==> config.mk <==
export PLATFORM = sky130hd
export DESIGN_NAME = mips_regfile_sb
export DESIGN_NICKNAME = d
export VERILOG_FILES = /design/src/rtl/mips_pkg.sv /design/src/rtl/mips_scoreboard.sv /design/src/rtl/mips_regfile_sb.sv
export SDC_FILE = /design/constraint.sdc
export NUM_CORES = 2
export LEC_CHECK = 0
export CAP_MARGIN = 20
export CORE_UTILIZATION = 40
export DETAILED_ROUTE_END_ITERATION = 7
export MAX_ROUTING_LAYER = met4
export PLACE_DENSITY = 0.66
export SLEW_MARGIN = 10
export SYNTH_ARGS = -nofsm -noshare
export SYNTH_HDL_FRONTEND = slang
export SYNTH_SLANG_ARGS = --single-unit
==> constraint.sdc <==
create_clock -name clk -period 24.3 [get_ports clk]
set_input_delay 3.645 -clock clk [delete_from_list [all_inputs] [get_ports clk]]
set_output_delay 3.645 -clock clk [all_outputs]
set_load 0.01 [all_outputs]
==> src/rtl/mips_pkg.sv <==
// Shared types and defaults for the MIPS GPR file and its write-back scoreboard.
package mips_pkg;

  localparam int MIPS_DATA_W = 32;
  localparam int MIPS_ADDR_W = 5;

  typedef logic [MIPS_ADDR_W-1:0] reg_addr_t;
  typedef logic [MIPS_DATA_W-1:0] reg_data_t;

  // r0 is hard-wired to zero and is never tracked as pending.
  localparam reg_addr_t REG_ZERO = '0;

endpackage

==> src/rtl/mips_scoreboard.sv <==
// Write-back scoreboard: one pending bit per GPR plus a registered popcount.
// Next-state order per address: write-back clears, flush clears all, alloc sets.
module mips_scoreboard
  import mips_pkg::*;
#(
  parameter int ADDR_W = MIPS_ADDR_W,
  parameter int NUM_WR = 1
) (
  input  logic                     clk,
  input  logic                     rst_,
  input  logic [NUM_WR-1:0]        we,
  input  logic [NUM_WR*ADDR_W-1:0] waddr,
  input  logic                     alloc_vld,
  input  logic [ADDR_W-1:0]        alloc_addr,
  input  logic                     flush,
  output logic [(2**ADDR_W)-1:0]   pending,
  output logic [ADDR_W:0]          pend_cnt
);

  localparam int DEPTH = 2 ** ADDR_W;

  logic [DEPTH-1:0] pending_d;
  logic [DEPTH-1:0] pending_q;
  logic [ADDR_W:0]  pend_cnt_d;
  logic [ADDR_W:0]  pend_cnt_q;

  // Pending next state: clear on write-back, flush, then set on alloc (set wins).
  always_comb begin
    pending_d = pending_q;
    for (int j = 0; j < NUM_WR; j++) begin
      pending_d[waddr[j*ADDR_W +: ADDR_W]] =
        we[j] ? 1'b0 : pending_d[waddr[j*ADDR_W +: ADDR_W]];
    end
    pending_d = flush ? {DEPTH{1'b0}} : pending_d;
    pending_d[alloc_addr] = alloc_vld ? 1'b1 : pending_d[alloc_addr];
    // r0 can never hold a pending producer.
    pending_d[ADDR_W'(REG_ZERO)] = 1'b0;
  end

  // Popcount of the next-state vector so the registered count tracks pending_q.
  always_comb begin
    pend_cnt_d = '0;
    for (int a = 0; a < DEPTH; a++) begin
      pend_cnt_d = pend_cnt_d + {{ADDR_W{1'b0}}, pending_d[a]};
    end
  end

  // Pending vector and count registers with synchronous reset.
  always_ff @(posedge clk) begin
    if (rst_) begin
      pending_q  <= {DEPTH{1'b0}};
      pend_cnt_q <= {(ADDR_W+1){1'b0}};
    end else begin
      pending_q  <= pending_d;
      pend_cnt_q <= pend_cnt_d;
    end
  end

  assign pending  = pending_q;
  assign pend_cnt = pend_cnt_q;

endmodule

==> src/rtl/mips_regfile_sb.sv <==
// Multi-port MIPS GPR file with integrated write-back scoreboard.
// Optional feature macro: MIPS_RF_BYPASS_EN enables same-cycle write->read bypass.
module mips_regfile_sb
  import mips_pkg::*;
#(
  parameter int DATA_W = MIPS_DATA_W,
  parameter int ADDR_W = MIPS_ADDR_W,
  parameter int NUM_RD = 2,
  parameter int NUM_WR = 1
) (
  input  logic                     clk,
  input  logic                     rst_,
  input  logic [NUM_RD-1:0]        re,
  input  logic [NUM_RD*ADDR_W-1:0] raddr,
  output logic [NUM_RD*DATA_W-1:0] rdata,
  output logic [NUM_RD-1:0]        rbusy,
  input  logic [NUM_WR-1:0]        we,
  input  logic [NUM_WR*ADDR_W-1:0] waddr,
  input  logic [NUM_WR*DATA_W-1:0] wdata,
  input  logic                     alloc_vld,
  input  logic [ADDR_W-1:0]        alloc_addr,
  input  logic                     flush,
  output logic [ADDR_W:0]          pend_cnt
);

  localparam int DEPTH = 2 ** ADDR_W;

  logic [DATA_W-1:0] mem_d [DEPTH];
  logic [DATA_W-1:0] mem_q [DEPTH];
  logic [DEPTH-1:0]  pend_vec_s;
  logic [ADDR_W-1:0] raddr_s [NUM_RD];
  logic [ADDR_W-1:0] waddr_s [NUM_WR];
  logic [DATA_W-1:0] wdata_s [NUM_WR];

  for (genvar i = 0; i < NUM_RD; i++) begin : g_rd_unpack
    assign raddr_s[i] = raddr[i*ADDR_W +: ADDR_W];
  end

  for (genvar j = 0; j < NUM_WR; j++) begin : g_wr_unpack
    assign waddr_s[j] = waddr[j*ADDR_W +: ADDR_W];
    assign wdata_s[j] = wdata[j*DATA_W +: DATA_W];
  end

  // Storage next state: apply write ports in ascending order so the highest index wins.
  always_comb begin
    mem_d = mem_q;
    for (int j = 0; j < NUM_WR; j++) begin
      mem_d[waddr_s[j]] = (we[j] && (waddr_s[j] != ADDR_W'(REG_ZERO)))
                          ? wdata_s[j] : mem_d[waddr_s[j]];
    end
    mem_d[ADDR_W'(REG_ZERO)] = {DATA_W{1'b0}};
  end

  // Storage array with synchronous clear.
  always_ff @(posedge clk) begin
    if (rst_) begin
      for (int a = 0; a < DEPTH; a++) begin
        mem_q[a] <= {DATA_W{1'b0}};
      end
    end else begin
      mem_q <= mem_d;
    end
  end

  // Read ports: gated by re, with optional bypass from the winning write port.
  always_comb begin
    rdata = {(NUM_RD*DATA_W){1'b0}};
    rbusy = {NUM_RD{1'b0}};
    for (int i = 0; i < NUM_RD; i++) begin
      if (re[i]) begin
        rdata[i*DATA_W +: DATA_W] = mem_q[raddr_s[i]];
        rbusy[i]                  = pend_vec_s[raddr_s[i]];
`ifdef MIPS_RF_BYPASS_EN
        for (int j = 0; j < NUM_WR; j++) begin
          if (we[j] && (waddr_s[j] == raddr_s[i]) && (raddr_s[i] != ADDR_W'(REG_ZERO))) begin
            rdata[i*DATA_W +: DATA_W] = wdata_s[j];
            rbusy[i]                  = alloc_vld && (alloc_addr == raddr_s[i]);
          end else begin
            rbusy[i] = rbusy[i];
          end
        end
`endif
      end else begin
        rdata[i*DATA_W +: DATA_W] = {DATA_W{1'b0}};
        rbusy[i]                  = 1'b0;
      end
    end
  end

  mips_scoreboard #(
    .ADDR_W (ADDR_W),
    .NUM_WR (NUM_WR)
  ) u_scoreboard (
    .clk        (clk),
    .rst_       (rst_),
    .we         (we),
    .waddr      (waddr),
    .alloc_vld  (alloc_vld),
    .alloc_addr (alloc_addr),
    .flush      (flush),
    .pending    (pend_vec_s),
    .pend_cnt   (pend_cnt)
  );

endmodule
### Word level (Yosys, flattened, before mapping)

Index checks and enable logic that the tools add are counted.

* bits in registers: 1062
* latch bits: 0
* RAM bits: 0
* bits in read-only memories: 0
* input port bits: 59
* output and inout bits: 72
* word-level logic and storage cells: 117
* memories: 0

* add/subtract/negate cells: 30
* multipliers: 0
* divide/modulo/power cells: 0
* $lt $le $gt $ge: 10
* equal/unequal tests: 0
* shifts and indexed selects: 0
* muxes and demuxes: 34
* bitwise gates (word level): 3
* reductions and logical operators: 5

Operators by type and width (count)
* $bwmux 1024: 1
* $bmux 32 s5: 3
* $mux 32: 11
* $add 6x1->6: 29
* $demux 32 s5: 1
* $bwmux 32: 2
* $lt 5x6->1 const B: 4
* $bmux 1 s5: 4
* $ge 6x6->1 const B: 3
* $not 5->6: 3
* $demux 1 s5: 2
* $ge 5x1->1 const B: 2
* $mux 1: 10
* $lt 6x1->1 const B: 1
* $reduce_bool 5->1: 1
* $logic_and 1x1->1: 4
* $add 1x1->2: 1

### Logic depth before layout (Yosys ltp)

* depth in word-level cells: 40
* mapped depth: 31
* mapped depth without buffers: 25

### Modules after synthesis

From an unflattened synthesis, not the netlist that was laid out.

* cells, all modules: 6849
* area, all modules: 69638.0 um2

Modules (own cells, without submodules)
* mips_regfile_sb: instances 1, cells each 6324, area an instance 65355.2 um2
* mips_scoreboard: instances 1, cells each 525, area an instance 4282.9 um2

### Worst setup path before layout

Ideal clock, no wire load.

* path kind: input port to flip-flop
* from: in waddr[0]
* to: reg u_scoreboard.pend_cnt_q[4] (netlist: u_scoreboard.pend_cnt[4])
* library setup time: 0.128 ns
* arrival: 10.128 ns
* required time: 24.172 ns
* path slack: 14.044 ns
* stages on the path: 28
* cell sequence: buf_6 > buf_6 > buf_6 > buf_12 > or3_1 > clkbuf_1 > nand3_1 > a41oi_1 > nor4_2 > nand3_2 > nor3_4 > buf_2 > a21oi_1 > ha_1 > fa_1 > fa_1 > inv_1 > fa_1 > fa_1 > fa_1 > inv_1 > fa_1 > ha_1 > fa_1 > a21o_1 > a21oi_1 > xor2_1 > nor2_1

* longest elaborated chain between the ends: 40
* elaborated cells on any way between the ends: 44

Ends and longest elaborated chain
* from (decl): RTL line mips_regfile_sb.sv:18 `input logic [NUM_WR*ADDR_W-1:0] waddr,`
* $lt 5x6->1 (not written as such) / $ge 5x1->1 (equally long branches): RTL line mips_scoreboard.sv:31 `pending_d[waddr[j*ADDR_W +: ADDR_W]] =`
* $logic_and 1x1->1 (not written as such): RTL line mips_scoreboard.sv:31
* $mux 1: RTL line mips_scoreboard.sv:32 `we[j] ? 1'b0 : pending_d[waddr[j*ADDR_W +: ADDR_W]];`
* $demux 1 s5
* $bwmux 32 *: RTL line mips_scoreboard.sv:31
* $mux 32 *: RTL line mips_scoreboard.sv:34 `pending_d = flush ? {DEPTH{1'b0}} : pending_d;`
* $bmux 1 s5: RTL line mips_scoreboard.sv:35 `pending_d[alloc_addr] = alloc_vld ? 1'b1 : pending_d[alloc_addr];`
* $mux 1 (not written as such): RTL line mips_scoreboard.sv:35
* $mux 1: RTL line mips_scoreboard.sv:35
* $bwmux 32 *: RTL line mips_scoreboard.sv:35
* via u_scoreboard.pending_d[2]: RTL line mips_scoreboard.sv:22 `logic [DEPTH-1:0] pending_d;`
* $add 1x1->2 *: RTL line mips_scoreboard.sv:44 `pend_cnt_d = pend_cnt_d + {{ADDR_W{1'b0}}, pending_d[a]};`
* $add 6x1->6 * (29 in a row): RTL line mips_scoreboard.sv:44
* to (signal assigned): RTL line mips_scoreboard.sv:52 `pend_cnt_q <= {(ADDR_W+1){1'b0}};`
* to (signal assigned): RTL line mips_scoreboard.sv:55 `pend_cnt_q <= pend_cnt_d;`
* to (decl): RTL line mips_scoreboard.sv:25 `logic [ADDR_W:0] pend_cnt_q;`

The timed path passes the listed nets; every way through them passes the cells marked *. The select of a mux whose other input is x is not followed.
A chain may end at the register's enable or synchronous reset.

### Final worst setup path

* from: in waddr[3]
* to: reg u_scoreboard.pend_cnt_q[4] (netlist: u_scoreboard.pend_cnt[4])

* longest elaborated chain between the ends: 40
* elaborated cells on any way between the ends: 44

Ends and longest elaborated chain (RTL line)
* $lt 5x6->1 (not written as such) / $ge 5x1->1 (equally long branches): mips_scoreboard.sv:31
* $logic_and 1x1->1 (not written as such): mips_scoreboard.sv:31
* $mux 1: mips_scoreboard.sv:32
* $demux 1 s5
* $bwmux 32 *: mips_scoreboard.sv:31
* $mux 32 *: mips_scoreboard.sv:34
* $bmux 1 s5: mips_scoreboard.sv:35
* $mux 1 (not written as such): mips_scoreboard.sv:35
* $mux 1: mips_scoreboard.sv:35
* $bwmux 32 *: mips_scoreboard.sv:35
* $add 1x1->2: mips_scoreboard.sv:44
* $add 6x1->6 (28 in a row): mips_scoreboard.sv:44
* $add 6x1->6 *: mips_scoreboard.sv:44

Mark *: on every way between the ends. The rest lies on a longest branch, timed or not. The select of a mux whose other input is x is not followed.

==> impl_metrics.env <==
export IMPL_synth_area_leaders="dfxtp_1, mux4_2, nand2_1"
export IMPL_floorplan_initialDensity_pct=40.29
export IMPL_finalCritPeriodShare_pct=52.22
export IMPL_setup_tns_ns=0
export IMPL_fin_cells=8475
export IMPL_synth_edf_count=0
export IMPL_arrival_ns=13.27
export IMPL_ir_drop_v=0.00005936
export IMPL_synth_top_area_share_pct=32.73
export IMPL_wl_per_cell_um=31.17
export IMPL_slew_viol_final=0
export IMPL_numCtsBuffers=112
export IMPL_htree_levels=3
export IMPL_nFillCells=14510
export IMPL_r2r_end="u_scoreboard.pend_cnt[4]"
export IMPL_hold_viol=0
export IMPL_grt_usage_pct=33.65
export IMPL_final_util_pct=44.39
export IMPL_max_stage_delay_ns=0.77
export IMPL_fmax_ghz=0.07880
export IMPL_grt_antenna_before_repair=7
export IMPL_postCtsSetupBuffers=0
export IMPL_maxSlewHeadroom_pct=7.189
export IMPL_viasPerCell=6.686
export IMPL_busiest_layer="met2"
export IMPL_final_cell_area_um2=69340
export IMPL_critPathCaptureType="register"
export IMPL_num_io_pins=131
export IMPL_rsz0062_at_grt="false"
export IMPL_synth_ff_type="dfxtp_1"
export IMPL_power_leakage_nw=22.83
export IMPL_die_width_um=398.7
export IMPL_num_rows=145
export IMPL_cts_tree="built"
export IMPL_clkTransAtPathRegs_ns=0.06
export IMPL_period_minus_slack_ns=12.69
export IMPL_hold_path_end="mem_q[670]"
export IMPL_yosysWarnings=0
export IMPL_cp_start_kind="input pin"
export IMPL_drt_initial_drc_count=8936
export IMPL_final_nets=6403
export IMPL_postRouteAntennaNets=0
export IMPL_holdPathStages=2
export IMPL_tightest_slew_ns=1.392
export IMPL_place_inst=8248
export IMPL_cap_violations=0
export IMPL_critPathKind="input pin to register"
export IMPL_syn_area_um2=62940
export IMPL_postCtsHoldBufs=0
export IMPL_status="complete, no violations"
export IMPL_grt_pass1_vias=53680
export IMPL_async_flop_share_pct=0
export IMPL_min_from="mem_q[670]"
export IMPL_cts_root_buf="clkbuf_16"
export IMPL_clockBufferDepth=3
export IMPL_place_congestion=0.9422
export IMPL_multi_input_area_um2=39530
export IMPL_met2_usage_pct=48.16
export IMPL_clkLatencyLatePin_ns=0.76
export IMPL_yosysMostFrequentCell="nand2_1"
export IMPL_synth_cells=6642
export IMPL_ys_ff_latch=1029
export IMPL_post_synth_top_area_cell="dfxtp_1"
export IMPL_hp_class="register to register"
export IMPL_vias=56660
export IMPL_grt_pass1_wl_um=379200
export IMPL_met1_usage_pct=40.90
export IMPL_cp_slowest_cell="a41oi_2"
export IMPL_path_buf_inv=6
export IMPL_core_area_um2=156200
export IMPL_synth_common_cells="nand2_1, dfxtp_1, a21oi_1, mux4_2, clkbuf_1"
export IMPL_synth_fp_nets=6733
export IMPL_cp_data_required_time_ns=24.88
export IMPL_finalClockSkew_ns=0.03990
export IMPL_port_buffer_count=130
export IMPL_seqCellArea_um2=20600
export IMPL_powerDensity_nw_per_um2=59.12
export IMPL_ctsResizeCount=0
export IMPL_drc=0
export IMPL_reg2regPathDepth=24
export IMPL_dp_hpwl_um=145500
export IMPL_ys_types=76
export IMPL_crit_family="adder cells"
export IMPL_die_y_um=398.7
export IMPL_setup_violations=0
export IMPL_path_common_cell="fa_1"
export IMPL_reg2reg_from="u_scoreboard.pending[27]"
export IMPL_critPathMaxFanout=41
export IMPL_grt_start_max_net_pins=217
export IMPL_yosysSeqAreaShare_pct=32.73
export IMPL_dr_pass1_iters=8
export IMPL_drive_above_1_share_pct=22.03
export IMPL_reg2reg_slack_ns=16.16
export IMPL_syn_area_per_cell_um2=9.476
export IMPL_gr_total_overflow=0
export IMPL_dieArea_um2=158900
export IMPL_placed_area_um2=65240
export IMPL_gr_usage_met3_pct=10.00
export IMPL_wl_um=264200
export IMPL_areaGrowthSynthToFinish_pct=10.17
export IMPL_clock_sinks=1029
## logic make-up (layout without fill, tap and decap cells)
group / count (synthesis) / count (layout) / synth area share [%]
AND/OR/NAND/NOR: 2437 / 2437 / 15.51
AO/OA/AOI/OAI: 1395 / 1395 / 13.00
flip-flops: 1029 / 1029 / 32.73
multiplexers: 988 / 988 / 32.49
buffers and inverters: 756 / 519 / 5.280
adder cells (fa/ha/maj): 32 / 32 / 0.9105
XOR/XNOR: 5 / 5 / 0.06958
other: 0 / 12 / 0
## cell type report
cell class,instances,area share (%)
Antenna cell,12,0.04331
Inverter,27,0.1462
Multi-Input combinational cell,4857,57.01
Sequential cell,1029,29.71
Clock inverter,56,1.151
Timing Repair Buffer,285,3.715
Clock buffer,151,4.513
Tap cell,2058,3.714
## cell usage in the layout, fill, tap and decap left out, types with 11 or more instances in the layout
cell and n:
clkbuf_8 18, buf_8 13, nand2_1 1886, o21ai_0 99, nand2b_1 82, mux2_2 100
bufinv_16 18, o22ai_1 19, nor2b_1 12, o31ai_1 20, nor2_1 256, diode_2 12
nor2_4 17, clkbuf_16 112, mux2i_1 54, dfxtp_1 1029, clkbuf_1 21, a21oi_1 957
nor3_1 53, nand2_2 11, a211oi_1 16, clkinv_2 27, a21oi_2 15, inv_1 24
buf_4 152, mux4_2 834, o211a_1 66, nand3_1 38, a221oi_1 12, a22o_1 77
fa_1 23, a22oi_1 23, clkdlybuf4s50_1 112
## worst register-to-register path: cells and delay by family (launching register included)
kind            cells  cell delay, ns
fa+ha+maj           8            3.62
compound gates      6            1.91
simple gates        3            0.82
mux                 2            0.81
flops               1            0.49
buf+inv             4            0.20
xor+xnor            1            0.18
## layer usage
layer | up-vias | part of all wire, %
li1 | 23370 | -
met1 | 27490 | 34
met2 | 4621 | 43
met3 | 1183 | 14
met4 | 0 | 7.8
met5 | - | 0
## power by group
group          internal (mW)  switching, mW  total [mW]
logic                  0.159          0.341       0.500
registers               1.71         0.0209        1.73
clock network           1.09          0.776        1.87
total                   2.96           1.14        4.10
## sequential cells by signal (all words and copies together) (netlist names)
signal                 count
mem_q                    992
u_scoreboard.pend_cnt      6
u_scoreboard.pending      31
## metrics by stage
step / setup WS [ns] / total power [mW] / hold WS, ns
floorplan: 14.04 / 2.074 / 0.4483
detailed placement: 11.13 / 2.246 / 0.4691
CTS: 11.86 / 4.075 / 0.4776
global route: 11.40 / 4.180 / 0.4950
finish: 11.61 / 4.099 / 0.4739
global placement: 11.23 / 2.242 / 0.4589
## how the worst max path moves through the flow
stage / from / to / slack, ns / cells past startpoint
final: waddr[3] / u_scoreboard.pend_cnt[4] / 11.61 / 26
after global routing: waddr[3] / u_scoreboard.pend_cnt[4] / 11.40 / 26
after CTS: waddr[3] / u_scoreboard.pend_cnt[4] / 11.86 / 26
after detailed placement: waddr[3] / u_scoreboard.pend_cnt[4] / 11.13 / 26
after global placement: waddr[3] / u_scoreboard.pend_cnt[4] / 11.23 / 26
after floorplan: waddr[0] / u_scoreboard.pend_cnt[4] / 14.04 / 28
Note: power is estimated with default switching activity, not from simulation.
